## src/rtl/uart_pkg.sv

```systemverilog
// rtl/uart_pkg.sv - shared defaults and state encoding for the UART burst scheduler
package uart_pkg;

  localparam int UART_DEPTH     = 8;
  localparam int UART_W         = 8;
  localparam int UART_TO_CYCLES = 1000;

  localparam logic [1:0] ST_IDLE  = 2'd0;
  localparam logic [1:0] ST_FILL  = 2'd1;
  localparam logic [1:0] ST_DRAIN = 2'd2;

endpackage

```

## src/rtl/burst_store.sv

```systemverilog
// rtl/burst_store.sv - DEPTH x W register file, one sync write port, one comb read port
module burst_store
  import uart_pkg::*;
#(
  parameter int DEPTH = UART_DEPTH,
  parameter int W     = UART_W
) (
  input  logic                     clk,
  input  logic                     i_wr_en,
  input  logic [$clog2(DEPTH)-1:0] i_wr_addr,
  input  logic [W-1:0]             i_wr_data,
  input  logic [$clog2(DEPTH)-1:0] i_rd_addr,
  output logic [W-1:0]             o_rd_data
);

  logic [W-1:0] r_mem [DEPTH];

  // Storage is deliberately left unreset; a reset discards the burst via the pointers.
  always_ff @(posedge clk) begin
    if (i_wr_en) begin
      r_mem[i_wr_addr] <= i_wr_data;
    end
  end

  assign o_rd_data = r_mem[i_rd_addr];

endmodule

```

## src/rtl/uart_burst_sched.sv

```systemverilog
// rtl/uart_burst_sched.sv - collects RX bytes into bursts and drains them to the TX side
module uart_burst_sched
  import uart_pkg::*;
#(
  parameter int DEPTH     = UART_DEPTH,
  parameter int W         = UART_W,
  parameter int TO_CYCLES = UART_TO_CYCLES
) (
  input  logic                   clk,
  input  logic                   rstn,
  input  logic                   rx_valid,
  input  logic [W-1:0]           rx_data,
  output logic                   rx_rdy,
  input  logic                   tx_rdy,
  output logic                   tx_valid,
  output logic [W-1:0]           tx_data,
  output logic                   busy,
  output logic [$clog2(DEPTH):0] level
);

  localparam int AW = $clog2(DEPTH);
  localparam int LW = AW + 1;
  localparam int CW = $clog2(TO_CYCLES + 1);

  logic [1:0]    r_state;
  logic [AW-1:0] r_wr_ptr;
  logic [AW-1:0] r_rd_ptr;
  logic [LW-1:0] r_level;
  logic [CW-1:0] r_idle_cnt;
  logic          r_tx_valid;
  logic [W-1:0]  r_tx_data;

  logic          w_accept;
  logic          w_full;
  logic          w_timeout;
  logic [AW-1:0] w_rd_addr;
  logic [W-1:0]  w_rd_data;

  // Input side is open outside DRAIN as long as the buffer has room.
  always_comb begin
    rx_rdy = 1'b0;
    if (r_state == ST_IDLE) begin
      rx_rdy = 1'b1;
    end else if (r_state == ST_FILL) begin
      rx_rdy = (r_level < LW'(DEPTH));
    end
  end

  assign w_accept  = rx_valid && rx_rdy;
  assign w_full    = w_accept && (r_level == LW'(DEPTH - 1));
  assign w_timeout = (r_state == ST_FILL) && !w_accept && (r_idle_cnt == CW'(TO_CYCLES - 1));

  // While a byte is on offer the store already looks one entry ahead for back-to-back loads.
  assign w_rd_addr = r_tx_valid ? (r_rd_ptr + AW'(1)) : r_rd_ptr;

  burst_store #(
    .DEPTH (DEPTH),
    .W     (W)
  ) u_store (
    .clk       (clk),
    .i_wr_en   (w_accept),
    .i_wr_addr (r_wr_ptr),
    .i_wr_data (rx_data),
    .i_rd_addr (w_rd_addr),
    .o_rd_data (w_rd_data)
  );

  // Burst FSM: fill until full or idle timeout, then drain in arrival order.
  always_ff @(posedge clk or negedge rstn) begin
    if (!rstn) begin
      r_state    <= ST_IDLE;
      r_wr_ptr   <= '0;
      r_rd_ptr   <= '0;
      r_level    <= '0;
      r_idle_cnt <= '0;
      r_tx_valid <= 1'b0;
      r_tx_data  <= '0;
    end else begin
      case (r_state)
        ST_IDLE: begin
          if (w_accept) begin
            r_wr_ptr   <= r_wr_ptr + AW'(1);
            r_level    <= r_level + LW'(1);
            r_idle_cnt <= '0;
            r_state    <= w_full ? ST_DRAIN : ST_FILL;
          end
        end
        ST_FILL: begin
          if (w_accept) begin
            r_wr_ptr   <= r_wr_ptr + AW'(1);
            r_level    <= r_level + LW'(1);
            r_idle_cnt <= '0;
            if (w_full) begin
              r_state <= ST_DRAIN;
            end
          end else if (w_timeout) begin
            r_idle_cnt <= '0;
            r_state    <= ST_DRAIN;
          end else begin
            r_idle_cnt <= r_idle_cnt + CW'(1);
          end
        end
        ST_DRAIN: begin
          if (!r_tx_valid) begin
            r_tx_valid <= 1'b1;
            r_tx_data  <= w_rd_data;
          end else if (tx_rdy) begin
            if (r_level == LW'(1)) begin
              r_tx_valid <= 1'b0;
              r_wr_ptr   <= '0;
              r_rd_ptr   <= '0;
              r_level    <= '0;
              r_state    <= ST_IDLE;
            end else begin
              r_rd_ptr  <= r_rd_ptr + AW'(1);
              r_level   <= r_level - LW'(1);
              r_tx_data <= w_rd_data;
            end
          end
        end
        default: begin
          r_state <= ST_IDLE;
        end
      endcase
    end
  end

  assign tx_valid = r_tx_valid;
  assign tx_data  = r_tx_data;
  assign busy     = (r_state != ST_IDLE);
  assign level    = r_level;

endmodule
```

## config.mk

```make
export PLATFORM = sky130hd
export DESIGN_NAME = uart_burst_sched
export DESIGN_NICKNAME = d
export VERILOG_FILES = /design/src/rtl/uart_pkg.sv /design/src/rtl/burst_store.sv /design/src/rtl/uart_burst_sched.sv
export SDC_FILE = /design/constraint.sdc
export NUM_CORES = 1
export LEC_CHECK = 0
export ABC_AREA = 0
export CAP_MARGIN = 10
export CORE_ASPECT_RATIO = 2
export CORE_MARGIN = 2
export CORE_UTILIZATION = 50
export CTS_BUF_LIST = sky130_fd_sc_hd__clkbuf_4 sky130_fd_sc_hd__clkbuf_8
export CTS_CLUSTER_DIAMETER = 80
export DETAILED_ROUTE_END_ITERATION = 6
export MAX_ROUTING_LAYER = met4
export PLACE_DENSITY = 0.67
export SLEW_MARGIN = 20
export SYNTH_ARGS = -nofsm -noshare
export SYNTH_HDL_FRONTEND = slang
export SYNTH_HIERARCHICAL = 1
export SYNTH_SLANG_ARGS = --single-unit
```

## constraint.sdc

```tcl
create_clock -name clk -period 6.75 [get_ports clk]
set_input_delay 1.35 -clock clk [delete_from_list [all_inputs] [get_ports clk]]
set_output_delay 1.35 -clock clk [all_outputs]
set_load 0.05 [all_outputs]
```

==> flow_summary.json, run 1 <==
{
  "layoutNonFillerInstCount": 390,
  "tightestPinTransition_ps": 1120,
  "rows": 46,
  "p_int_mw": 1.34,
  "cts_max_path_buffers": 2,
  "synth-edff-count": 64,
  "skew_ps": 12.8,
  "yosys.area.top_type_share": 0.468,
  "slowest_stage": "clkdlybuf4s50_1",
  "hp-class": "flop to flop",
  "routed_wl_um": 7470,
  "ios": 27,
  "end_kind": "primary output",
  "core_um2": 7940,
  "antenna_found_initial": 0,
  "hold_viol": 0,
  "fp.dieH_um": 132,
  "dr.pass1.iters": 4,
  "rsz0062_at_grt": "no",
  "placed_cells": 374,
  "power_density_nw_per_um2": 459,
  "cts-htree-levels": 3,
  "grt_max_degree": 32,
  "clock.fmax_mhz": 300,
  "ys.flop_type": "edfxtp_1",
  "power.share.combinational": 0.456,
  "cpPeakStageDelay_ps": 860,
  "finalWeightedCongestion": 0.769,
  "yosysSeqAreaShare": 0.658,
  "place_hpwl_um": 5340,
  "start_util": 0.517,
  "ys_seq_elements": 95,
  "critical_path_peak_fanout": 8,
  "switchingPower_mw": 0.786,
  "post_cts_buffers": 0,
  "relSlewSlack": 0.255,
  "cp.arrival_ps": 1980,
  "synth_area_um2": 4100,
  "crit_chain": "a21oi_1 -> clkdlybuf4s50_1",
  "die_x_um": 68.1,
  "switching_share": 0.370,
  "synthesis.nets": 275,
  "power.total_mw": 2.12,
  "cts_hold_buf": 0,
  "start_kind": "flop",
  "status": "complete, no violations",
  "worstSkewPairLatency_ps": 360,
  "via_per_inst": 5.60,
  "synth_area_leader_cell": "edfxtp_1",
  "maxCapViolations": 0,
  "die-area_um2": 8990,
  "clkPwrFrac": 0.156,
  "placed_area_um2": 4450,
  "netlist_instances": 257,
  "synth.distinct_cells": 45,
  "first_iter_violations": 80,
  "drive_gt1_frac": 0.150,
  "power.share.sequential": 0.389,
  "finalSetupTns_ps": 0,
  "slew_viol_final": 0,
  "overflow": 0,
  "grt_pass1_vias": 2283,
  "min_period_ps": 3330,
  "ys.warnings.count": 6,
  "whs_ps": 512,
  "setup_viol": 0,
  "finalCritPeriodShare": 0.494,
  "design_area_um2": 4620,
  "ctsRootBufferMaster": "clkbuf_8",
  "path_class": "flop to primary output",
  "n_antenna_cell": 0,
  "portBuffers": 26,
  "wire_per_inst_um": 19.1,
  "nNetsFinal": 307,
  "async_flop_share": 0.326,
  "avgSynthCellArea_um2": 16.0,
  "cts_made_buffers": 9,
  "clock-sinks": 95,
  "post_cts_resized": 0,
  "grt_pass1_wl_um": 11900,
  "drc": 0,
  "vdd_drop_max_mv": 0.312,
  "r2r_slack_ps": 3970,
  "clkTransAtPathRegs_ps": 90,
  "required_ps": 5400,
  "area_delta_synth_final_pct": 12.6,
  "num_vias": 2183,
  "ant_nets": 0,
  "power_leakage_nw": 1.68,
  "cts_tree": "built",
  "grt_use_total": 0.193,
  "synth.top_cells.by_area": "edfxtp_1 (47%), dfrtp_1 (19%), mux4_1 (9.6%)"
}
[sequential cells by signal, indices dropped and copies added (netlist names)]
register and count:
u_store/r_mem 64, r_idle_cnt 10, tx_data 8, level 4
r_rd_ptr 3, r_wr_ptr 3, r_state 2, tx_valid 1
[per-layer routing]
layer | vias up | share of wire | wire, um | global-route usage
met5 | - | 0 | 0 | -
met1 | 1095 | 0.39 | 2890 | 0.217
met2 | 32 | 0.57 | 4230 | 0.323
met4 | 0 | 0.021 | 159 | 0.0733
li1 | 1046 | - | - | -
met3 | 10 | 0.024 | 182 | 0.0453
[synth_stat cells (2+ instances only)]
| library cell | number |
|---|---|
| a31oi_1 | 2 |
| nor2_1 | 21 |
| nor3_1 | 7 |
| nor3b_1 | 2 |
| o21ai_0 | 12 |
| nand2_1 | 18 |
| xor2_1 | 2 |
| nand2b_1 | 5 |
| nor4_1 | 3 |
| ha_1 | 6 |
| inv_1 | 6 |
| edfxtp_1 | 64 |
| nand3_1 | 2 |
| or3_1 | 2 |
| mux4_1 | 15 |
| dfrtp_1 | 31 |
| buf_2 | 2 |
| a21oi_1 | 4 |
| mux2_2 | 18 |
| buf_6 | 2 |
| xnor2_1 | 9 |
[power by group through the flow]
stage / Sequential [mW] / Combinational (mW) / Clock, mW
floorplan: 0.951 / 0.643 / 0
global placement: 0.833 / 0.963 / 0
detailed placement: 0.839 / 0.980 / 0
CTS: 0.827 / 0.985 / 0.341
global route: 0.843 / 1.04 / 0.363
finish: 0.825 / 0.967 / 0.330
[critical path, delay by kind of cell (launching register included)]
kind | cells | cell delay [ps]
DFF | 1 | 460
buffers and inverters | 1 | 860
AOI/OAI and AO/OA | 1 | 300
[cell usage in the layout (no fill, tap or decap), types with 3 or more instances in the layout]
cell             count
edfxtp_1            64
dfrtp_1             31
clkdlybuf4s50_1     26
nor2_1              21
nand2_1             18
mux2_2              18
mux4_1              15
o21ai_0             12
clkbuf_8            10
xnor2_1              9
nor3_1               7
inv_1                6
ha_1                 6
nand2b_1             5
a21oi_1              4
nor4_1               3
clkinv_2             3
[kinds of logic (layout without fill, tap and decap cells)]
group           count (synthesis)  count (layout)  share of synthesized area
compound gates                 29              29                     0.0454
xor+xnor                       11              11                     0.0235
fa+ha+maj                       6               6                     0.0183
buf+inv                        13              50                     0.0201
flops                          95              95                      0.658
mux                            35              35                      0.153
simple gates                   68              68                     0.0817
[per-stage QoR]
step	utilization	setup WS, ps
3_5_place_dp	0.560	3150
6_report	0.582	3420
5_1_grt	0.582	3330
3_3_place_gp	0.560	3290
4_1_cts	0.582	3380
2_1_floorplan	-	3650
[final cells by class]
cell class / count / area [um^2]
Timing Repair Buffer: 28 / 275
Tap cell: 96 / 120
Fill cell: 637 / 3320
Inverter: 6 / 22.5
Multi-Input combinational cell: 149 / 1330
Clock inverter: 4 / 22.5
Sequential cell: 95 / 2700
Clock buffer: 12 / 153
[path summary, 6_finish.rpt]
check,from,to,cells after the start
setup / recovery,level[3],rx_rdy,2
max in group asynchronous,rstn,tx_data[1],2
hold / removal,tx_data[7],tx_data[7],1
hold reg to reg,tx_data[7],tx_data[7],1
setup reg to reg,tx_valid,tx_data[0],4
min in group asynchronous,rstn,tx_data[2],2
No activity file was read; power rests on OpenSTA's default activity.
==> run 2: changes to the inputs <==
==> constraint.sdc (replaced) <==
create_clock -name clk -period 3.2 [get_ports clk]
set_input_delay 0.64 -clock clk [delete_from_list [all_inputs] [get_ports clk]]
set_output_delay 0.64 -clock clk [all_outputs]
set_load 0.05 [all_outputs]
==> flow_summary.json, run 2 (synthesized netlist as in run 1, its figures left out) <==
{
  "fp.dieH_um": 132,
  "die-area_um2": 8990,
  "cts_tree": "built",
  "clock-sinks": 95,
  "top_register": "u_store/r_mem",
  "cp.arrival_ps": 1980,
  "grt_pass1_vias": 2418,
  "start_util": 0.517,
  "finalSetupTns_ps": 0,
  "via_per_inst": 5.73,
  "hold_viol": 0,
  "clock.fmax_mhz": 382,
  "finalCritPeriodShare": 0.818,
  "slew_viol_final": 0,
  "grt_max_degree": 32,
  "skew_ps": 12.7,
  "required_ps": 2560,
  "cts-htree-levels": 3,
  "cts_hold_buf": 0,
  "grt_use_total": 0.199,
  "dr.pass1.iters": 4,
  "core_um2": 7940,
  "rows": 46,
  "n_antenna_cell": 0,
  "setup_viol": 0,
  "die_x_um": 68.1,
  "status": "complete, no violations",
  "tightestPinTransition_ps": 743,
  "finalWeightedCongestion": 0.790,
  "cts_made_buffers": 9,
  "ant_nets": 0,
  "start_kind": "flop",
  "path_class": "flop to primary output",
  "area_delta_synth_final_pct": 13.8,
  "first_iter_violations": 88,
  "final_cell_mix": "edfxtp_1 (64), dfrtp_1 (31), clkdlybuf4s50_1 (26), nor2_1 (21)",
  "cts_max_path_buffers": 2,
  "drc": 0,
  "post_cts_buffers": 0,
  "relSlewSlack": 0.503,
  "critical_path_peak_fanout": 8,
  "antenna_found_initial": 0,
  "drive_gt1_frac": 0.158,
  "clkTransAtPathRegs_ps": 90,
  "end_kind": "primary output",
  "portBuffers": 26,
  "largest_register_ffs": 64,
  "ios": 27,
  "overflow": 0,
  "min_period_ps": 2620,
  "worstSkewPairLatency_ps": 360,
  "wire_per_inst_um": 19.5,
  "ctsRootBufferMaster": "clkbuf_8",
  "grt_pass1_wl_um": 12300,
  "maxCapViolations": 0,
  "rsz0062_at_grt": "no",
  "num_vias": 2252,
  "routed_wl_um": 7680,
  "power_density_nw_per_um2": 990,
  "post_cts_resized": 0,
  "mostFrequentLayoutCell": "edfxtp_1",
  "nNetsFinal": 310,
  "vdd_drop_max_mv": 0.562,
  "final_util": 0.588,
  "power_leakage_nw": 1.71,
  "hp-class": "flop to flop",
  "place_hpwl_um": 5610
}
==> run 2: cell types whose count changed in the layout (fill, tap and decap cells not counted) <==
cell | previous run | this run
clkinv_4 | 0 | 1
clkinvlp_4 | 1 | 0
clkbuf_4 | 2 | 1
clkinv_2 | 3 | 2
bufinv_16 | 0 | 1
buf_4 | 2 | 5
inv_6 | 0 | 1
==> run 2: critical path, stage by stage, from the launching register on <==
cell and delay (ps):
dfrtp_1 470, a21oi_1 300, clkdlybuf4s50_1 860
==> run 2: through the flow <==
step	std cells	hold WS [ps]	worst slack, ps	instance area, um^2	power (mW)
2_1_floorplan	257	344	101	4100	3.36
3_3_place_gp	377	488	676	4470	3.87
3_5_place_dp	377	496	593	4470	3.90
4_1_cts	393	513	548	4670	4.69
5_1_grt	393	539	472	4670	4.88
6_report	393	508	582	4670	4.63
==> run 2: cell type report <==
cell class	instances	area (um^2)
Inverter	6	22.5
Clock inverter	5	57.6
Multi-Input combinational cell	149	1330
Timing Repair Buffer	31	298
Sequential cell	95	2700
Fill cell	635	3270
Tap cell	96	120
Clock buffer	11	145
==> run 2: routing by layer <==
layer | vias up | wire [um] | part of all wire | global-route usage
met5 | - | 0 | 0 | -
met4 | 0 | 201 | 0.026 | 0.0967
met3 | 14 | 217 | 0.028 | 0.0290
met2 | 49 | 4410 | 0.57 | 0.343
met1 | 1131 | 2850 | 0.37 | 0.215
li1 | 1058 | - | - | -
==> run 2: worst paths after layout <==
check                      cells after the start            end   startpoint  slack (ps)
setup reg to reg                               5     tx_data[5]     tx_valid         870
max in group asynchronous                      2     tx_data[7]         rstn        2190
min in group asynchronous                      2  r_idle_cnt[6]         rstn         680
setup / recovery                               2         rx_rdy     level[3]         580
hold / removal                                 1    r_rd_ptr[2]  r_rd_ptr[2]         510
hold reg to reg                                1    r_rd_ptr[2]  r_rd_ptr[2]         510
==> run 2: power by group <==
part | total [mW] | internal, mW | switching, mW | leakage (nW)
Combinational | 2.10 | 0.964 | 1.14 | 0.635
Sequential | 1.74 | 1.56 | 0.177 | 0.969
Clock | 0.787 | 0.393 | 0.394 | 0.107
Total | 4.63 | 2.92 | 1.71 | 1.71
==> variant 1 (settings of run 1) <==
`UART_W`: 8 -> 6.
--- a/src/rtl/uart_pkg.sv
+++ b/src/rtl/uart_pkg.sv
@@ -2,7 +2,7 @@
 package uart_pkg;
 
   localparam int UART_DEPTH     = 8;
-  localparam int UART_W         = 8;
+  localparam int UART_W         = 6;
   localparam int UART_TO_CYCLES = 1000;
 
   localparam logic [1:0] ST_IDLE  = 2'd0;
Interface: changed (resized rx_data and tx_data); port bits go from 27 to 23. The function was not compared with the original's and may differ.
==> variant 1 against run 1 <==
Setup slack better by 0.10 ns; die area down 14%; wire length down 15%; synthesized cell count down 6.2%; final area down 13%; sequential cell count down 18; power down 15%; clock power up 13%; synthesized area down 15%; critical endpoint unchanged.
==> variant 1: results (changes against run 1) <==
- Worst clock skew on the final layout: 0.00742 ns (-0.00539 ns)
- Count of buffers from port buffering: 22 (-15%)
- Static leakage: 1.48 nW (-12%)
- IR Drop Worst-Case VDD: 0.189 mV (-39%)
- Number of distinct library cells after synthesis: 51 (+13%)
- Largest register FFs: 48 (-25%)
- Synth warn: 6 (unchanged)
- Seq/Total Area, Yosys: 61.8% (-3.9 points)
- WP data arrival: 1.88 ns (-0.10 ns)
- Share of synthesized registers carrying an async set or reset: 37.7% (+5.0 points)
- Max FO, Critical Path: 10 (+2)
- Growth of design area from synthesis to finish: 14.2%
- Drt total wl: 6320 um (-15%)
- Maximum number of pins on one net before global-route repair: 30 (-6.3%)
- Global placer's final weighted congestion: 0.808 (+5.1%)
- Gr usage total: 19.1% (-0.24 points)
- Average vias per placed instance: 5.58 (-0.38%)
- Run status: complete, no violations
- Share of final-layout standard cells stronger than drive strength 1: 15.1% (+0.16 points)
- Relative max-transition margin: 49.1% (+24 points)
- Most common library cells after synthesis: 48 x sky130_fd_sc_hd__edfxtp_1, 29 x sky130_fd_sc_hd__dfrtp_1, 19 x sky130_fd_sc_hd__nand2_1, 19 x sky130_fd_sc_hd__nor2_1, 14 x sky130_fd_sc_hd__mux2_2
- Peak per-stage delay on the critical path: 0.82 ns (-0.04 ns)
- Number of nets produced by synthesis: 257 (-6.5%)
- Total number of nets in the final design: 282 (-8.1%)
- Area contributors post-synth: sky130_fd_sc_hd__edfxtp_1 41%, sky130_fd_sc_hd__dfrtp_1 21%, sky130_fd_sc_hd__mux4_1 9.0%
- First-iteration detailed-routing DRC count: 100 (+25%)
- Number of global-route vias before repair: 2060 (-9.8%)
- Post-synth EDFFs: 48 (-25%)
- Placed wire-length estimate: 4680 um (-12%)
==> variant 1: final cells by class <==
type	instances	area (um^2)
timing repair buffer	24	235
inverter	4	15.0
clock buffer	10	131
multi-input combinational	150	1250
clock inverter	6	87.6
sequential	77	2170
tap	90	113
fill	581	2880
==> variant 1: worst paths after layout <==
path,from,end,slack [ns],cells past startpoint
worst max-delay path,r_state[0]$_DFFE_PN0P_,rx_rdy,3.52,2
worst min-delay path,tx_data[1]$_DFFE_PN0P_,tx_data[1]$_DFFE_PN0P_,0.51,1
worst max register to register,r_rd_ptr[0]$_DFFE_PN0P_,tx_data[1]$_DFFE_PN0P_,4.38,6
worst min register to register,tx_data[1]$_DFFE_PN0P_,tx_data[1]$_DFFE_PN0P_,0.51,1
max in group asynchronous,rstn,r_idle_cnt[8]$_DFFE_PN0P_,5.08,2
min in group asynchronous,rstn,level[3]$_DFFE_PN0P_,1.38,2
==> variant 1: worst register-to-register path: cells and delay by family (launching register included) <==
family | cells | cell delay [ns]
multiplexers | 3 | 1.03
XOR/XNOR | 1 | 0.53
flip-flops | 1 | 0.40
adder cells (fa/ha/maj) | 1 | 0.20
AND/OR/NAND/NOR | 1 | 0.10
==> variant 1: stage by stage <==
| step | setup slack (ns) | power [mW] | std cells | util, % | area (um^2) |
|---|---|---|---|---|---|
| 5_1_grt | 3.42 | 1.90 | 361 | 58.1 | 4000 |
| 3_5_place_dp | 3.46 | 1.44 | 345 | 54.9 | 3780 |
| 6_report | 3.52 | 1.80 | 361 | 58.1 | 4000 |
| 3_3_place_gp | 3.56 | 1.43 | 345 | 54.9 | 3780 |
| 2_1_floorplan | 4.19 | 1.26 | 241 | - | 3500 |
| 4_1_cts | 3.50 | 1.82 | 361 | 58.0 | 4000 |
==> variant 1: power breakdown <==
group | total (mW) | internal [mW] | switching, mW | leakage [nW]
Combinational | 0.742 | 0.336 | 0.406 | 0.572
Clock | 0.372 | 0.211 | 0.161 | 0.104
Sequential | 0.689 | 0.597 | 0.0917 | 0.801
Total | 1.80 | 1.14 | 0.658 | 1.48
==> variant 1: logic make-up (layout without fill, tap and decap cells) <==
group                    Yosys count  in the layout  share of synthesized area [%]
AND/OR/NAND/NOR                   75             75                           11.2
multiplexers                      26             26                           13.5
buffers and inverters             14             44                           2.57
flip-flops                        77             77                           61.8
AO/OA/AOI/OAI                     34             34                           6.50
XOR/XNOR                           9              9                           2.25
adder cells (fa/ha/maj)            6              6                           2.14
==> variant 1: layer usage <==
layer,up-vias,global-route usage (%),wire length [um]
li1,975,-,-
met1,987,18.9,2240
met3,17,2.38,151
met2,34,33.4,3630
met4,0,14.8,296
met5,-,-,0
==> variant 2 (config.mk and constraints of run 1) <==
Without the edit above. Put one more register stage on the output `level`, without a reset. The value now appears one clock later. The other outputs are not delayed to match.
--- a/src/rtl/uart_burst_sched.sv
+++ b/src/rtl/uart_burst_sched.sv
@@ -128,6 +128,8 @@
   assign tx_valid = r_tx_valid;
   assign tx_data  = r_tx_data;
   assign busy     = (r_state != ST_IDLE);
-  assign level    = r_level;
+  always_ff @(posedge clk) begin
+    level <= r_level;
+  end
 
 endmodule
Check against the original RTL: not equivalent (Yosys sat finds a counterexample within 4 cycles, from zero or initial values and one cycle with rstn low).
==> variant 2 against run 1 <==
Synthesized area rose by 4.7%; critical path depth up 4; highest routed layer unchanged; power is essentially flat; setup slack got worse by 0.076 ns; final area grew 4.1%; sequential share of layout area down 0.64 points; sequential power rose by 5.7%; register-to-register slack improved by 0.40 ns; global-route usage fell by 0.075 points; sequential cell count grew 4; wire length rose by 8.6%.
==> variant 2: results (changes against run 1) <==
- Area contributors post-synth: sky130_fd_sc_hd__edfxtp_1 45%, sky130_fd_sc_hd__dfrtp_1 18%, sky130_fd_sc_hd__mux4_1 9.2%
- Mapped Cells: 273 (+6.2%)
- First-pass GRT wire length: 12900 um (+9.0%)
- Share of final-layout standard cells stronger than drive strength 1: 14.3% (-0.63 points)
- Non-clk buf share: 5.88% (-0.079 points)
- R2R setup slack: 4.37 ns (+0.40 ns)
- Final-layout clock buffer total: 10 (-2)
- Placed wire-length estimate: 6050 um (+13%)
- Number of distinct library cells after synthesis: 54 (+20%)
- Fraction of area in multi-input gates: 29.5% (+0.68 points)
- Static leakage: 1.76 nW (+4.7%)
- Number of global-route vias before repair: 2388 (+4.6%)
- WL/cell: 20.0 um (+4.6%)
- Run status: complete, no violations
- Share of final layout cell area taken by clock buffers and inverters: 3.90% (+0.11 points)
- Start point of the worst min-delay path: r_level[1]$_DFFE_PN0P_
- Global placer's final weighted congestion: 0.836 (+8.7%)
- Hold path cells: 0 (-1)
- Final non-filler cell total: 405 (+3.8%)
- Register share of the cell area: 57.7% (-0.64 points)
- Placement row count: 47 (+2.2%)
- Seq/Total Area, Yosys: 64.6% (-1.1 points)
- Reg2Reg Launch Point: r_state[1]$_DFFE_PN0P_
- Number of nets produced by synthesis: 291 (+5.8%)
- Gr usage total: 19.2% (-0.075 points)
- Total number of nets in the final design: 320 (+4.2%)
-- variant 2: changes by cell type after synthesis, moves of 3 or more --
cell                      before  now
sky130_fd_sc_hd__nor2b_1       0    3
sky130_fd_sc_hd__dfxtp_1       0    4
sky130_fd_sc_hd__nand2_1      18   22
sky130_fd_sc_hd__mux2_2       18   10
sky130_fd_sc_hd__nor2_1       21   18
sky130_fd_sc_hd__mux2_4        0    8
sky130_fd_sc_hd__o21ai_0      12    7
sky130_fd_sc_hd__nand3_1       2    6
-- variant 2: cells by family after synthesis --
group / share of synthesized area (%)
DFF: 64.6
and+or+nand+nor: 8.59
xor gates and xnor gates: 1.83
AOI/OAI and AO/OA: 5.36
muxes: 15.3
buffers and inverters: 2.47
adders and majority gates: 1.75
-- variant 2: critical path, stage by stage --
cell and delay, ns:
sky130_fd_sc_hd__clkdlybuf4s50_1 0.57, sky130_fd_sc_hd__nor2b_1 0.19, sky130_fd_sc_hd__nand2_1 0.13, sky130_fd_sc_hd__inv_1 0.16
sky130_fd_sc_hd__nand2_1 0.13, sky130_fd_sc_hd__nor3_1 0.85
-- variant 2: report_power, final --
group / leakage, nW / internal (mW) / switching (mW)
sequential: 0.994 / 0.771 / 0.101
clock: 0.0943 / 0.146 / 0.208
combinational: 0.674 / 0.414 / 0.481
total: 1.76 / 1.33 / 0.790
-- variant 2: layer usage --
layer | wire, um | vias to the layer above | global-route usage [%]
met3 | 219 | 17 | 2.84
met2 | 4480 | 40 | 33.5
met1 | 3060 | 1148 | 20.4
met4 | 350 | 0 | 11.7
li1 | - | 1109 | -
met5 | 0 | - | -
